<file path="src/rtl/fifo_flag_ctrl_if.sv">
// Request/pointer/status bundle between the FIFO flag controller and its users.
// The master side drives requests and pointers; the slave side (controller) returns grants and flags.
interface fifo_flag_ctrl_if #(
    parameter int unsigned ADDRESS_SIZE = 2
);
    localparam int unsigned PW = ADDRESS_SIZE + 1;

    logic          wr_req;
    logic          rd_req;
    logic          err_clr;
    logic [PW-1:0] w_ptr;
    logic [PW-1:0] r_ptr;
    logic          cw_en;
    logic          cr_en;
    logic          full;
    logic          empty;
    logic          almost_full;
    logic          almost_empty;
    logic [PW-1:0] count;
    logic          overflow;
    logic          underflow;
    logic          ptr_err;

    modport master (
        output wr_req, rd_req, err_clr, w_ptr, r_ptr,
        input  cw_en, cr_en, full, empty, almost_full, almost_empty,
               count, overflow, underflow, ptr_err
    );

    modport slave (
        input  wr_req, rd_req, err_clr, w_ptr, r_ptr,
        output cw_en, cr_en, full, empty, almost_full, almost_empty,
               count, overflow, underflow, ptr_err
    );
endinterface

</file>
<file path="src/rtl/fifo_flag_ctrl.sv">
// FIFO control/status stage: grants counter enables from registered flags, tracks occupancy,
// and keeps sticky overflow/underflow/pointer-consistency errors.
module fifo_flag_ctrl #(
    parameter int unsigned MEMORY_DEPTH = 4,
    parameter int unsigned ADDRESS_SIZE = 2,
    parameter int unsigned AF_LEVEL     = 3,
    parameter int unsigned AE_LEVEL     = 1
) (
    input  logic                clk,
    input  logic                rst,
    fifo_flag_ctrl_if.slave     bus
);
    localparam int unsigned PW = ADDRESS_SIZE + 1;

    logic [PW-1:0] r_count;
    logic          r_full;
    logic          r_empty;
    logic          r_almost_full;
    logic          r_almost_empty;
    logic          r_overflow;
    logic          r_underflow;
    logic          r_ptr_err;

    logic          w_cw_en;
    logic          w_cr_en;
    logic [PW-1:0] w_count_next;
    logic [PW-1:0] w_ptr_diff;

    // Grants depend only on registered flags, so there is no rd_req -> cw_en path
    assign w_cw_en      = bus.wr_req & ~r_full;
    assign w_cr_en      = bus.rd_req & ~r_empty;
    assign w_count_next = r_count + PW'(w_cw_en) - PW'(w_cr_en);
    // Modulo subtraction stays correct across pointer MSB toggles
    assign w_ptr_diff   = bus.w_ptr - bus.r_ptr;

    always_ff @(posedge clk or posedge rst) begin
        if (rst) begin
            r_count        <= '0;
            r_full         <= 1'b0;
            r_empty        <= 1'b1;
            r_almost_full  <= 1'b0;
            r_almost_empty <= 1'b1;
            r_overflow     <= 1'b0;
            r_underflow    <= 1'b0;
            r_ptr_err      <= 1'b0;
        end else begin
            r_count        <= w_count_next;
            r_full         <= (w_count_next == PW'(MEMORY_DEPTH));
            r_empty        <= (w_count_next == '0);
            r_almost_full  <= (w_count_next >= PW'(AF_LEVEL));
            r_almost_empty <= (w_count_next <= PW'(AE_LEVEL));
            // Sticky errors: a set in the same cycle as err_clr takes priority
            r_overflow     <= (bus.wr_req & r_full)  | (r_overflow  & ~bus.err_clr);
            r_underflow    <= (bus.rd_req & r_empty) | (r_underflow & ~bus.err_clr);
            r_ptr_err      <= (w_ptr_diff != r_count) | (r_ptr_err & ~bus.err_clr);
        end
    end

    assign bus.cw_en        = w_cw_en;
    assign bus.cr_en        = w_cr_en;
    assign bus.count        = r_count;
    assign bus.full         = r_full;
    assign bus.empty        = r_empty;
    assign bus.almost_full  = r_almost_full;
    assign bus.almost_empty = r_almost_empty;
    assign bus.overflow     = r_overflow;
    assign bus.underflow    = r_underflow;
    assign bus.ptr_err      = r_ptr_err;
endmodule

</file>
<file path="src/flat_wrapper.sv">
// flat-port wrapper written by rule: the top's interface ports become plain ports
module fifo_flag_ctrl_flat 
#(
    parameter int unsigned MEMORY_DEPTH = 4,
    parameter int unsigned ADDRESS_SIZE = 2,
    parameter int unsigned AF_LEVEL     = 3,
    parameter int unsigned AE_LEVEL     = 1
)
  (clk, rst, bus_wr_req, bus_rd_req, bus_err_clr, bus_w_ptr, bus_r_ptr, bus_cw_en, bus_cr_en, bus_full, bus_empty, bus_almost_full, bus_almost_empty, bus_count, bus_overflow, bus_underflow, bus_ptr_err);
  fifo_flag_ctrl_if #(.ADDRESS_SIZE(ADDRESS_SIZE)) bus_i ();
  input  logic clk;
  input  logic rst;
  input wire logic [$bits(bus_i.wr_req)-1:0] bus_wr_req;
  input wire logic [$bits(bus_i.rd_req)-1:0] bus_rd_req;
  input wire logic [$bits(bus_i.err_clr)-1:0] bus_err_clr;
  input wire logic [$bits(bus_i.w_ptr)-1:0] bus_w_ptr;
  input wire logic [$bits(bus_i.r_ptr)-1:0] bus_r_ptr;
  output wire logic [$bits(bus_i.cw_en)-1:0] bus_cw_en;
  output wire logic [$bits(bus_i.cr_en)-1:0] bus_cr_en;
  output wire logic [$bits(bus_i.full)-1:0] bus_full;
  output wire logic [$bits(bus_i.empty)-1:0] bus_empty;
  output wire logic [$bits(bus_i.almost_full)-1:0] bus_almost_full;
  output wire logic [$bits(bus_i.almost_empty)-1:0] bus_almost_empty;
  output wire logic [$bits(bus_i.count)-1:0] bus_count;
  output wire logic [$bits(bus_i.overflow)-1:0] bus_overflow;
  output wire logic [$bits(bus_i.underflow)-1:0] bus_underflow;
  output wire logic [$bits(bus_i.ptr_err)-1:0] bus_ptr_err;
  assign bus_i.wr_req = bus_wr_req;
  assign bus_i.rd_req = bus_rd_req;
  assign bus_i.err_clr = bus_err_clr;
  assign bus_i.w_ptr = bus_w_ptr;
  assign bus_i.r_ptr = bus_r_ptr;
  assign bus_cw_en = bus_i.cw_en;
  assign bus_cr_en = bus_i.cr_en;
  assign bus_full = bus_i.full;
  assign bus_empty = bus_i.empty;
  assign bus_almost_full = bus_i.almost_full;
  assign bus_almost_empty = bus_i.almost_empty;
  assign bus_count = bus_i.count;
  assign bus_overflow = bus_i.overflow;
  assign bus_underflow = bus_i.underflow;
  assign bus_ptr_err = bus_i.ptr_err;
  fifo_flag_ctrl #(.MEMORY_DEPTH(MEMORY_DEPTH), .ADDRESS_SIZE(ADDRESS_SIZE), .AF_LEVEL(AF_LEVEL), .AE_LEVEL(AE_LEVEL)) u_core (.clk(clk), .rst(rst), .bus(bus_i));
endmodule
</file>
<file path="config.mk">
export PLATFORM = sky130hd
export DESIGN_NAME = fifo_flag_ctrl_flat
export DESIGN_NICKNAME = d
export VERILOG_FILES = /design/src/rtl/fifo_flag_ctrl_if.sv /design/src/rtl/fifo_flag_ctrl.sv /design/src/flat_wrapper.sv
export SDC_FILE = /design/constraint.sdc
export NUM_CORES = 1
export LEC_CHECK = 0
export CELL_PAD_IN_SITES_DETAIL_PLACEMENT = 2
export CELL_PAD_IN_SITES_GLOBAL_PLACEMENT = 2
export CORE_UTILIZATION = 24
export DETAILED_ROUTE_END_ITERATION = 6
export PLACE_DENSITY_LB_ADDON = 0.1
export SYNTH_ARGS = -nofsm -noshare
export SYNTH_HDL_FRONTEND = slang
export SYNTH_SLANG_ARGS = --single-unit
export TNS_END_PERCENT = 5
</file>
<file path="constraint.sdc">
create_clock -name clk -period 5.85 [get_ports clk]
set_input_delay 0.8775 -clock clk [delete_from_list [all_inputs] [get_ports clk]]
set_output_delay 0.8775 -clock clk [all_outputs]
set_load 0.005 [all_outputs]
</file>
### Yosys cells after proc, flatten, opt, wreduce, memory -nomap -nowiden

Cells that the tools add are included.
Widths: inputs -> output; s select.

| cells by class | value |
|---|---|
| add/sub/neg operators | 3 |
| $lt $le $gt $ge | 2 |
| equality and inequality tests | 2 |
| bitwise operators | 13 |
| reduce and logical (&&, ||, !) cells | 1 |

Operator list:

| cell | number |
|---|---|
| $and 1x1->1 | 7 |
| $add 3x1->3 | 1 |
| $eq 3x3->1 const B | 1 |
| $ge 3x2->1 const B | 1 |
| $le 3x1->1 const B | 1 |
| $logic_not 3->1 | 1 |
| $ne 3x3->1 | 1 |
| $not 1->1 | 3 |
| $or 1x1->1 | 3 |
| $sub 3x1->3 | 1 |
| $sub 3x3->3 | 1 |

| word-level totals | value |
|---|---|
| register bits | 10 |
| output and inout bits | 12 |
| logic and storage cells | 29 |

### Depth between registers and ports, before layout

Gate-level depths: netlist of the first run.

| logic depth | value |
|---|---|
| depth in word-level cells | 5 |
| depth in mapped cells | 9 |
| mapped depth without buffers | 9 |

### Worst setup path after synthesis of the first run

Ideal clock, no wire load.

| path | value |
|---|---|
| path kind | in2reg |
| start | input bus_rd_req |
| end | register u_core.r_almost_full, in the netlist u_core.bus.almost_full |
| setup time | 0.141 ns |
| arrival | 2.394 ns |
| data required time | 5.709 ns |
| path slack | 3.315 ns |
| cell stages on the path | 9 |
| path buffers | 0 |
| cells stage by stage | nor2b_1 ha_1 inv_1 ha_1 inv_1 fa_1 xor2_1 xnor2_1 o21ai_0 |

| between the ends | value |
|---|---|
| cells in the longest elaborated chain, start to end | 3 |

RTL lines:

| item | RTL line | source |
|---|---|---|
| from (decl) | flat_wrapper.sv:14 | `input wire logic [$bits(bus_i.rd_req)-1:0] bus_rd_req;` |
| $and 1x1->1 | fifo_flag_ctrl.sv:31 | `assign w_cr_en = bus.rd_req & ~r_empty;` |
| $sub 3x1->3 | fifo_flag_ctrl.sv:32 | `assign w_count_next = r_count + PW'(w_cw_en) - PW'(w_cr_en);` |
| $ge 3x2->1 | fifo_flag_ctrl.sv:50 | `r_almost_full <= (w_count_next >= PW'(AF_LEVEL));` |
| to (signal assigned) | fifo_flag_ctrl.sv:50 |  |
| to (decl) | fifo_flag_ctrl.sv:18 | `logic r_almost_full;` |

Every way passes these cells.

### Final worst setup path of the first run

| path | value |
|---|---|
| start | input bus_rd_req |
| end | output bus_cr_en |

| between the ends | value |
|---|---|
| cells in the longest elaborated chain, start to end | 1 |

RTL lines:

| item | RTL line | source |
|---|---|---|
| $and 1x1->1 | fifo_flag_ctrl.sv:31 |  |
| to (decl) | flat_wrapper.sv:19 | `output wire logic [$bits(bus_i.cr_en)-1:0] bus_cr_en;` |

Every way passes these cells.

==> results of run 1 <==
-- cells by family after synthesis --
| logic type | after synthesis |
|---|---|
| flops | 10 |
| xor+xnor | 7 |
| simple gates | 7 |
| buf+inv | 12 |
| compound gates | 4 |
| fa+ha+maj | 5 |
-- report_power, final --
| group | internal (mW) | leakage, nW | total [mW] | switching [mW] |
|---|---|---|---|---|
| logic | 0.103 | 0.230 | 0.182 | 0.0799 |
| clock network | 0.0378 | 0.0210 | 0.0624 | 0.0246 |
| registers | 0.102 | 0.116 | 0.122 | 0.0203 |
| total | 0.242 | 0.368 | 0.367 | 0.125 |
-- metal layers --
layer	wire length [um]	track usage, %
met5	0	0
met1	422	13.9
met4	0	3.33
met2	565	19.7
met3	91	5.66
-- flip-flops by register name, indices dropped and copies added (netlist names) --
signal,cells
u_core.bus.almost_empty,1
u_core.bus.almost_full,1
u_core.bus.count,3
u_core.bus.empty,1
u_core.bus.full,1
u_core.bus.overflow,1
u_core.bus.ptr_err,1
u_core.bus.underflow,1
-- layout by cell type (no fill, tap or decap), drive strengths merged, types with 2 or more instances in the layout --
cell,synthesis,final
nand2,2,2
clkbuf,0,4
dfstp,2,2
clkdlybuf4s50,0,22
dfrtp,8,8
fa,2,2
inv,12,12
xor2,5,5
ha,3,3
xnor2,2,2
o21ai,3,3
-- layout make-up --
type	instances	area, um^2	share of cell area [%]
flip-flops and latches	10	253	32.0
repair buffers	22	220	27.9
multi-input cells	23	201	25.5
inverters	12	45.0	5.71
clock buffers	4	36.3	4.60
well taps	27	33.8	4.28
-- tightest hold or removal path, stage by stage (launching register included) --
cell     delay, ns
dfrtp_1       0.36
nand2_1       0.06
o21ai_0       0.06
-- path summary, 6_finish.rpt --
path | start | cells past startpoint | to | slack (ns)
setup / recovery | bus_rd_req | 3 | bus_cr_en | 2.92
hold / removal | u_core.bus.full$_DFF_PP0_ | 2 | u_core.bus.overflow$_DFF_PP0_ | 0.51
setup reg to reg | u_core.bus.empty$_DFF_PP1_ | 9 | u_core.bus.almost_full$_DFF_PP0_ | 3.62
hold reg to reg | u_core.bus.full$_DFF_PP0_ | 2 | u_core.bus.overflow$_DFF_PP0_ | 0.51
max in group asynchronous | rst | 2 | u_core.bus.empty$_DFF_PP1_ | 4.66
min in group asynchronous | rst | 2 | u_core.bus.almost_full$_DFF_PP0_ | 0.88
==> metrics.md, run 1 <==
| Metric | Value |
|---|---|
| Async SR Flop Fraction | 100% |
| ANT cells | 0 |
| Synth Net Count | 61 |
| TritonCTS clock tree | yes |
| CP Max Fanout | 2 |
| Vias in the first global route | 432 |
| Pwr Density | 465 mW/mm^2 |
| Layout cells sized above 1 | 9.86% |
| Routed WL | 1.08 mm |
| First-pass GRT wire length | 1.82 mm |
| Fillers | 239 |
| Most instantiated cells after synthesis | inv_1 (12), dfrtp_1 (8), xor2_1 (5) |
| Ys flop type | dfrtp_1 |
| Startpoint types | input pin |
| Initial core utilization | 25.4% |
| CTS Buf Count | 3 |
| Fin worst setup slack | 2.92 ns |
| Crit path kind | in -> out |
| Core Util, Final | 40.2% |
| Synth top area cells | dfrtp_1 (40%), dfstp_2 (11%), inv_1 (9.0%) |
| Post-CTS sizing | 0 |
| Buf/Inv on CP | 2 |
| Routed Antenna Nets | 0 |
| Period minus WS final | 2.93 ns |
| Via count | 384 |
| Post-route insts no fill | 98 |
| Yosys top cell by area | dfrtp_1 |
| # hold bufs at CTS | 0 |
| Synth Area in Compound Gates | 4.76% |
| Hold WC Path Type | reg -> reg |
| Post-synthesis xor/xnor area fraction | 12.3% |
| Drt first pass iters | 2 |
| Worst Path Required | 4.97 ns |
| Max-Cap Viols | 0 |
| Post-synth EDFFs | 0 |
| Tightest Pin Transition | 0.378 ns |
| Mean Syn Cell Area | 11.1 um^2 |
| Gate Count Post-Synth | 45 |
| VDD IR max | 0.212 mV |
| Status | completed |
| Die area | 0.00227 mm^2 |
| Slew margin rel. | 74.8% |
| WL/cell | 11.0 um |
| CORE AREA | 0.00196 mm^2 |
| Port bufs | 22 |
| Synthesis-to-finish area growth | 58.1% |
| Crit path top cell by count | clkdlybuf4s50_1 |
| Setup_tns | 0 ns |
| Placement Cell Area | 753 um^2 |
| Chip height | 47.6 um |
| Max-slew violation count | 0 |
| Synth Register Bits | 10 |
| Clk pin slew, worst setup/hold paths | 0.07 ns |
| Total GRT Usage | 11.9% |
| Routed vias/inst | 3.92 |
| Worst hold slack | 0.510 ns |
| # IOs | 23 |
| Dpl cells | 94 |
| Initial antenna violation count | 0 |
| Dpl ws | 2.70 ns |
| Arr. time, crit path | 2.05 ns |
| Critical Path, Cell by Cell | clkdlybuf4s50_1 > nor2b_1 > clkdlybuf4s50_1 |
| P_leak | 0.368 nW |
| Clock tree root buffer cell | clkbuf_4 |
| Design area | 790 um^2 |
| RSZ-0062 raised after global routing | no |
| Period utilisation layout | 50.1% |
| Crit end category | output pin |
| Drc violations | 0 |
| Setup Viol. Count Final | 0 |
| Clk sink count | 10 |
| Cell Rows | 16 |
| Worst-case clock buffer depth | 2 |
| H-Tree Depth | 1 |
| Synth Area in Adders | 15.5% |
| Clock Skews | 0.000573 ns |
| Count leader, synth | inv_1 |
| Area share of the leading cell type in the synthesized netlist | 40.1% |
| Largest family of logic cells by synthesized area | adder cells |
| Clock latency on the worst-skew pair | 0.26 ns |
| Seq/Total Area, Yosys | 50.6% |
| F_max | 341 MHz |
| Post-CTS setup buffers | 0 |
| GRT overflow | 0 |
| Mapped Area | 499 um^2 |
| Slowest library cell on the worst path | clkdlybuf4s50_1 |
| Largest net degree at the start of global routing | 11 |
| Cell variety after synth | 15 |
| Hold violation total from the final report | 0 |
| Final Power | 0.367 mW |
| Cell family with most CP delay | buffers and inverters |
| DRT iter0 DRCs | 3 |
| CP max stage delay | 0.54 ns |
| Mux contribution to synthesized area | 0% |
| YS warnings | 0 |
| Area fraction in and, or, nand and nor cells after synthesis | 7.77% |
| Nets | 88 |
| GP Congestion | 0.653 |
| HPWL after DPL | 942 um |
| DIE WIDTH | 47.6 um |
(Power assumes the default switching activity.)
==> run 2: changes to the inputs <==
--- a/config.mk
+++ b/config.mk
@@ -7,7 +7,7 @@
 export LEC_CHECK = 0
 export CELL_PAD_IN_SITES_DETAIL_PLACEMENT = 2
 export CELL_PAD_IN_SITES_GLOBAL_PLACEMENT = 2
-export CORE_UTILIZATION = 24
+export CORE_UTILIZATION = 20
 export DETAILED_ROUTE_END_ITERATION = 6
 export PLACE_DENSITY_LB_ADDON = 0.1
 export SYNTH_ARGS = -nofsm -noshare
==> constraint.sdc (replaced) <==
create_clock -name clk -period 2.54 [get_ports clk]
set_input_delay 0.381 -clock clk [delete_from_list [all_inputs] [get_ports clk]]
set_output_delay 0.381 -clock clk [all_outputs]
set_load 0.005 [all_outputs]
==> run 2 against run 1 <==
Count of clock-buffer cells in the layout did not move; sequential cell count did not move; sequential share of layout area fell by 0.94 points; cell area rose by 3.0%; die area rose by 19%; worst setup slack got worse by 2.7 ns; via count rose by 1.3%; critical path depth rose by 7; first-iteration DRC count fell by 33%; worst hold slack got worse by 0.12 ns; global-route usage fell by 1.5 points; sequential power rose by 130%; largest power group unchanged.
==> metrics.md, run 2 (synthesis results as in run 1) <==
| Metric | Value |
|---|---|
| Status | completed |
| Crit end category | flop |
| Chip height | 52.0 um |
| DRT iter0 DRCs | 2 |
| Setup_tns | 0 ns |
| Arr. time, crit path | 2.46 ns |
| RSZ-0062 raised after global routing | no |
| Nets | 90 |
| Largest net degree at the start of global routing | 11 |
| Initial core utilization | 21.9% |
| Layout cells sized above 1 | 13.7% |
| Max-slew violation count | 0 |
| P_leak | 0.383 nW |
| Max-Cap Viols | 0 |
| Cell family with most CP delay | adder cells |
| # IOs | 23 |
| Core Util, Final | 35.7% |
| Drt first pass iters | 4 |
| CP Max Fanout | 5 |
| Hold WC Path Type | in -> async |
| Clock Skews | 0.00510 ns |
| WL/cell | 11.3 um |
| Pwr Density | 1070 mW/mm^2 |
| Clk pin slew, worst setup/hold paths | 0.07 ns |
| Vias in the first global route | 412 |
| CORE AREA | 0.00228 mm^2 |
| Final Power | 0.874 mW |
| Slowest library cell on the worst path | clkdlybuf4s50_1 |
| Setup Viol. Count Final | 0 |
| Synthesis-to-finish area growth | 62.9% |
| Via count | 389 |
| Period minus WS final | 2.33 ns |
| F_max | 430 MHz |
| Max reg flops | 3 |
| VDD IR max | 0.490 mV |
| DIE WIDTH | 52.0 um |
| Most frequent cells in the layout | clkdlybuf4s50_1 (22), inv_1 (12), dfrtp_1 (8) |
| Drc violations | 0 |
| Startpoint types | input pin |
| First-pass GRT wire length | 1.90 mm |
| Routed WL | 1.14 mm |
| Critical Path, Cell by Cell | clkdlybuf4s50_1 > nor2b_1 > ha_1 > inv_1 > ha_1 > inv_1 > fa_1 > xor2_1 > xnor2_2 > o21ai_0 |
| Slew margin rel. | 75.4% |
| Clock tree root buffer cell | clkbuf_4 |
| Total GRT Usage | 10.4% |
| Most common cell after layout, fill and taps aside | clkdlybuf4s50_1 |
| Routed Antenna Nets | 0 |
| Hold violation total from the final report | 0 |
| Cell Rows | 17 |
| GP Congestion | 0.630 |
| Worst-case clock buffer depth | 2 |
| Worst Path Required | 2.67 ns |
| TritonCTS clock tree | yes |
| Tightest Pin Transition | 0.369 ns |
| Buf/Inv on CP | 3 |
| Initial antenna violation count | 0 |
| CP max stage delay | 0.47 ns |
| ANT cells | 0 |
| GRT overflow | 0 |
| H-Tree Depth | 1 |
| Period utilisation layout | 91.7% |
| Clk sink count | 10 |
| HPWL after DPL | 944 um |
| CTS Buf Count | 3 |
| Routed vias/inst | 3.85 |
| Port bufs | 22 |
| Crit path kind | in -> reg |
| Die area | 0.00270 mm^2 |
| Clock latency on the worst-skew pair | 0.26 ns |
-- run 2: routing by layer --
| metal | vias up | GRT usage [%] | wire [um] |
|---|---|---|---|
| met1 | 188 | 12.2 | 492 |
| met3 | 0 | 5.26 | 71 |
| met4 | 0 | 4.05 | 0 |
| li1 | 190 | - | - |
| met2 | 11 | 16.0 | 580 |
| met5 | - | 0 | 0 |
-- run 2: cell type report --
cell class,instances,area (um^2)
Timing Repair Buffer,24,235
Multi-Input combinational cell,23,209
Clock buffer,4,36.3
Fill cell,249,1460
Sequential cell,10,253
Tap cell,28,35.0
Inverter,12,45.0
-- run 2: through the flow --
stage | instances | hold slack [ns] | instance area, um^2 | worst slack, ns
2_1_floorplan | 45 | 0.220 | 499 | 0.444
3_3_place_gp | 97 | 0.509 | 769 | -0.201
3_5_place_dp | 97 | 0.513 | 769 | -0.216
4_1_cts | 101 | 0.392 | 806 | 0.0569
5_1_grt | 101 | 0.403 | 813 | 0.0522
6_report | 101 | 0.387 | 813 | 0.212
-- run 2: report_power, final --
part / switching, mW / total, mW / internal (mW)
logic: 0.193 / 0.449 / 0.256
registers: 0.0494 / 0.284 / 0.235
clock network: 0.0538 / 0.141 / 0.0870
total: 0.296 / 0.874 / 0.578
-- run 2: path summary, 6_finish.rpt --
kind | start | end | slack (ns) | depth (start not counted)
worst min-delay path | rst | u_core.bus.underflow$_DFF_PP0_ | 0.39 | 2
max in group asynchronous | rst | u_core.bus.almost_empty$_DFF_PP1_ | 1.84 | 2
min in group clk | u_core.bus.empty$_DFF_PP1_ | u_core.bus.underflow$_DFF_PP0_ | 0.52 | 2
worst max register to register | u_core.bus.empty$_DFF_PP1_ | u_core.bus.almost_full$_DFF_PP0_ | 0.37 | 9
worst min register to register | u_core.bus.empty$_DFF_PP1_ | u_core.bus.underflow$_DFF_PP0_ | 0.52 | 2
worst max-delay path | bus_rd_req | u_core.bus.almost_full$_DFF_PP0_ | 0.21 | 10
-- run 2: worst reg2reg max path: stages, from the launching register on --
cell and delay, ns:
dfstp_2 0.54, nor2b_1 0.06, ha_1 0.28, inv_1 0.05, ha_1 0.13, inv_1 0.04
fa_1 0.37, xor2_1 0.17, xnor2_2 0.25, o21ai_0 0.13
-- run 2: timing repair --
item / in CTS / in global routing
hold buffers: 0 / 0
setup buffers: 0 / 0
setup endpoints to repair: 0 / 3
resized for setup: 0 / 1
==> run 3: changes to the inputs <==
--- a/config.mk
+++ b/config.mk
@@ -7,6 +7,7 @@
 export LEC_CHECK = 0
 export CELL_PAD_IN_SITES_DETAIL_PLACEMENT = 2
 export CELL_PAD_IN_SITES_GLOBAL_PLACEMENT = 2
+export CORE_MARGIN = 1
 export CORE_UTILIZATION = 20
 export DETAILED_ROUTE_END_ITERATION = 6
 export PLACE_DENSITY_LB_ADDON = 0.1
==> results of run 3 <==
The final DEF is identical to that of run 2; final timing and power are the same.
